--- src/rtl/fifo_destino.sv ---
// Destination FIFO behind the arbiter: registered read port, programmable
// almost-full (pause) / almost-empty thresholds and a sticky error flag.
module fifo_destino #(
    parameter int unsigned DATA_WIDTH = 6,
    parameter int unsigned ADDR_WIDTH = 3
) (
    input  logic                  clk,
    input  logic                  reset,
    input  logic [DATA_WIDTH-1:0] data_in,
    input  logic                  push,
    input  logic                  pop,
    input  logic [ADDR_WIDTH-1:0] umbral_alto,
    input  logic [ADDR_WIDTH-1:0] umbral_bajo,
    output logic [DATA_WIDTH-1:0] data_out,
    output logic                  valid_out,
    output logic                  pause,
    output logic                  full,
    output logic                  empty,
    output logic                  almost_empty,
    output logic                  error
);

    localparam int unsigned        DEPTH      = 2 ** ADDR_WIDTH;
    localparam logic [ADDR_WIDTH:0] LP_DEPTH   = DEPTH[ADDR_WIDTH:0];
    localparam logic [ADDR_WIDTH:0] LP_CNT_ONE = (ADDR_WIDTH + 1)'(1);
    localparam logic [ADDR_WIDTH-1:0] LP_PTR_ONE = ADDR_WIDTH'(1);

    logic [DATA_WIDTH-1:0] r_mem [DEPTH];
    logic [ADDR_WIDTH-1:0] r_wr_ptr;
    logic [ADDR_WIDTH-1:0] r_rd_ptr;
    logic [ADDR_WIDTH:0]   r_count;
    logic [DATA_WIDTH-1:0] r_data_out;
    logic                  r_valid_out;
    logic                  r_error;
    logic [ADDR_WIDTH-1:0] r_umbral_alto;
    logic [ADDR_WIDTH-1:0] r_umbral_bajo;

    logic w_full;
    logic w_empty;
    logic w_do_pop;
    logic w_do_push;
    logic w_err_set;

    always_comb begin
        w_full    = (r_count == LP_DEPTH);
        w_empty   = (r_count == '0);
        w_do_pop  = pop && !w_empty;
        // A valid pop frees a slot in the same cycle, so a push on a full FIFO still lands.
        w_do_push = push && (!w_full || w_do_pop);
        w_err_set = (pop && w_empty) || (push && w_full && !pop);
    end

    always_ff @(posedge clk) begin
        if (w_do_push && !reset) begin
            r_mem[r_wr_ptr] <= data_in;
        end
    end

    always_ff @(posedge clk) begin
        if (reset) begin
            r_wr_ptr      <= '0;
            r_rd_ptr      <= '0;
            r_count       <= '0;
            r_data_out    <= '0;
            r_valid_out   <= 1'b0;
            r_error       <= 1'b0;
            r_umbral_alto <= umbral_alto;
            r_umbral_bajo <= umbral_bajo;
        end else begin
            r_valid_out <= w_do_pop;
            if (w_do_pop) begin
                r_data_out <= r_mem[r_rd_ptr];
                r_rd_ptr   <= r_rd_ptr + LP_PTR_ONE;
            end
            if (w_do_push) begin
                r_wr_ptr <= r_wr_ptr + LP_PTR_ONE;
            end
            if (w_do_push && !w_do_pop) begin
                r_count <= r_count + LP_CNT_ONE;
            end else if (w_do_pop && !w_do_push) begin
                r_count <= r_count - LP_CNT_ONE;
            end
            if (w_err_set) begin
                r_error <= 1'b1;
            end
        end
    end

    always_comb begin
        data_out     = r_data_out;
        valid_out    = r_valid_out;
        error        = r_error;
        full         = w_full;
        empty        = w_empty;
        pause        = (r_count >= {1'b0, r_umbral_alto});
        almost_empty = (r_count <= {1'b0, r_umbral_bajo});
    end

endmodule

--- config.mk ---
export PLATFORM = sky130hd
export DESIGN_NAME = fifo_destino
export DESIGN_NICKNAME = d
export VERILOG_FILES = /design/src/rtl/fifo_destino.sv
export SDC_FILE = /design/constraint.sdc
export NUM_CORES = 1
export LEC_CHECK = 0
export CAP_MARGIN = 15
export CORE_MARGIN = 10
export CORE_UTILIZATION = 50
export CTS_CLUSTER_DIAMETER = 80
export CTS_CLUSTER_SIZE = 40
export DETAILED_ROUTE_END_ITERATION = 8
export GPL_TIMING_DRIVEN = 0
export PLACE_DENSITY = 0.71
export SYNTH_ARGS = -nofsm -noshare
export SYNTH_HDL_FRONTEND = slang
export SYNTH_SLANG_ARGS = --single-unit
--- constraint.sdc ---
create_clock -name clk -period 6.22 [get_ports clk]
set_input_delay 1.244 -clock clk [delete_from_list [all_inputs] [get_ports clk]]
set_output_delay 1.244 -clock clk [all_outputs]
set_load 0.01 [all_outputs]
==> reports/qor.yml <==
status: "finished, final reports clean"
post_cts_buffers: 0
wirelength_um: 5590
wl_per_cell_um: 18.0
clockPowerShare: 0.272
start_util: 0.525
fillerInstances: 452
via_count: 1667
vdd_drop_max_v: 0.000280
synth_top_area_cell: "edfxtp_1"
yosys_warnings: 0
cts.repair.resized: 0
worstHoldStart: "error"
crit_start: "r_count[0]"
clock_path_buffers: 2
crit_fanout: 7
crit_required_ns: 4.98
place.gp.congestion: 0.791
drive_gt1_frac: 0.163
hold_violations: 0
drtIter0Drc: 114
insertion_delay_ns: 0.34
grt_pass1_wl_um: 9030
fin_crit_sh: 0.576
final_antenna_net_count: 0
grt_overflow: 0
clkTransAtPathRegs_ns: 0.07
ys_ff_latch: 72
synth_top_area_frac: 0.550
io_buffer_count: 27
setup_ws_ns: 2.64
slew_viol_final: 0
core_sq_um: 5610
die_y_um: 96.8
r2r_start: "r_count[3]"
pwr-share-seq: 0.449
yosysSeqAreaShare: 0.673
grt_max_degree: 14
diodes: 0
relSlewSlack: 0.293
layout_common_cells: "edfxtp_1, clkdlybuf4s50_1, nor2_1"
multiInputGateArea_sq_um: 903
path_class: "flip-flop to output pin"
finalSetupViolCount: 0
tightest_slew_ns: 1.05
rsz0062_at_grt: "no"
regArea_sq_um: 1980
hpwlAfterDp_um: 3840
finalClockSkew_ns: 0.00583
htreeDepth: 3
final_common_cell: "edfxtp_1"
critPathLaunchType: "flip-flop"
vias_per_cell: 5.36
period_minus_slack_ns: 3.58
synthCells: 195
cts_buffers: 9
grt_pass1_vias: 1696
p_sw_uw: 389
syn-num-nets: 223
worst_ep_arrival_time_ns: 2.34
rows: 27
setup_tns_ns: 0
fin_nets: 262
drt_first_pass_iters: 4
drc: 0
ios: 28
die_w_um: 96.8
leakagePower_uw: 0.00123
numClockSinks: 72
synth.cell_area_sq_um: 2950
cts_root_buf: "clkbuf_8"
grt_usage: 0.122
holdBufCountCts: 0
synth.avg_cell_area_sq_um: 15.1
r2r_slack_ns: 3.52
endpoint_kind: "output pin"
synth_area_leaders: "edfxtp_1, dfxtp_1, mux4_2"
swShare: 0.290
synthToLayoutAreaGrowth_pct: 19.4
p_int_uw: 952
dp_slack_ns: 2.38
cts_tree: "done"
achievable-frequency_mhz: 279
cap_violations: 0
grt_antenna_before_repair: 0
power.share.combinational: 0.278
pwr_density_cell_nw_per_um2: 381
fp.dieArea_sq_um: 9360
hp-class: "flip-flop to flip-flop"
synth.distinct_cells: 34
## worst paths after layout
kind,endpoint,cells after the start
hold reg to reg,error,2
setup reg to reg,r_count[3],11
hold / removal,error,2
setup / recovery,pause,6
## metal layers
| layer | wire length, um | vias to the layer above | global-route usage |
|---|---|---|---|
| li1 | - | 822 | - |
| met5 | 0 | - | 0 |
| met2 | 2720 | 39 | 0.201 |
| met4 | 61 | 0 | 0.0372 |
| met3 | 333 | 7 | 0.0476 |
| met1 | 2480 | 799 | 0.144 |
## cell usage after synthesis
cell / number
a211o_1: 1
a211oi_1: 1
a21bo_2: 1
a21o_1: 2
a21oi_1: 8
a31o_2: 1
a31oi_1: 1
and2_1: 1
buf_1: 1
buf_2: 2
buf_6: 2
clkbuf_1: 2
dfxtp_1: 18
edfxtp_1: 54
fa_1: 1
ha_1: 11
inv_1: 6
inv_2: 2
mux2_2: 1
mux2i_1: 1
mux4_2: 12
nand2_1: 9
nand2b_1: 5
nand3_1: 2
nand3b_1: 1
nor2_1: 21
nor2b_1: 4
nor3_1: 9
nor4_1: 3
o21ai_0: 1
o22ai_1: 6
o41a_1: 1
xnor2_1: 2
xor2_1: 2
## power by group through the flow
| stage | Clock [uW] | Combinational [uW] | Sequential [uW] |
|---|---|---|---|
| 6_report | 365 | 373 | 602 |
| 5_1_grt | 393 | 419 | 610 |
| 4_1_cts | 373 | 382 | 604 |
| 3_5_place_dp | 0 | 379 | 615 |
| 3_3_place_gp | 0 | 372 | 613 |
| 2_1_floorplan | 0 | 240 | 613 |
## kinds of logic (layout without fill, tap and decap cells)
group / count (synthesis) / count (layout) / synth area share
flip-flops: 72 / 72 / 0.673
AO/OA/AOI/OAI: 23 / 23 / 0.0510
AND/OR/NAND/NOR: 55 / 55 / 0.0871
buffers and inverters: 15 / 59 / 0.0251
adder cells (fa/ha/maj): 12 / 12 / 0.0535
XOR/XNOR: 4 / 4 / 0.0119
multiplexers: 14 / 14 / 0.0989
## registers in the layout, summed over array words and instances (netlist names)
name,count
data_out,6
r_count,4
r_umbral_alto,3
r_umbral_bajo,3
r_wr_ptr,3
r_mem,48
r_rd_ptr,3
valid_out,1
error,1
## through the flow
step	cells	area, sq um	hold slack, ns	power, uW	utilization
after floorplan	195	2950	0.461	854	-
after global placement	294	3310	0.456	985	0.590
after detailed placement	294	3320	0.473	994	0.592
after CTS	310	3510	0.492	1360	0.627
after global routing	311	3520	0.513	1420	0.628
final	311	3520	0.481	1340	0.628
## worst max-delay path, stage by stage (launching register included)
cell,delay (ns)
dfxtp_1,0.49
inv_1,0.12
ha_1,0.30
nand2b_1,0.14
a21o_1,0.17
a211o_1,0.29
clkdlybuf4s50_1,0.48
## final cells by class
cell class	instances	share of cell area
tap	72	0.0256
clock buffer	10	0.0363
timing repair buffer	28	0.0782
buffer	7	0.0124
inverter	8	0.00853
clock inverter	6	0.0192
sequential	72	0.563
multi-input combinational	108	0.257
Note: power is estimated with default switching activity, not from simulation.
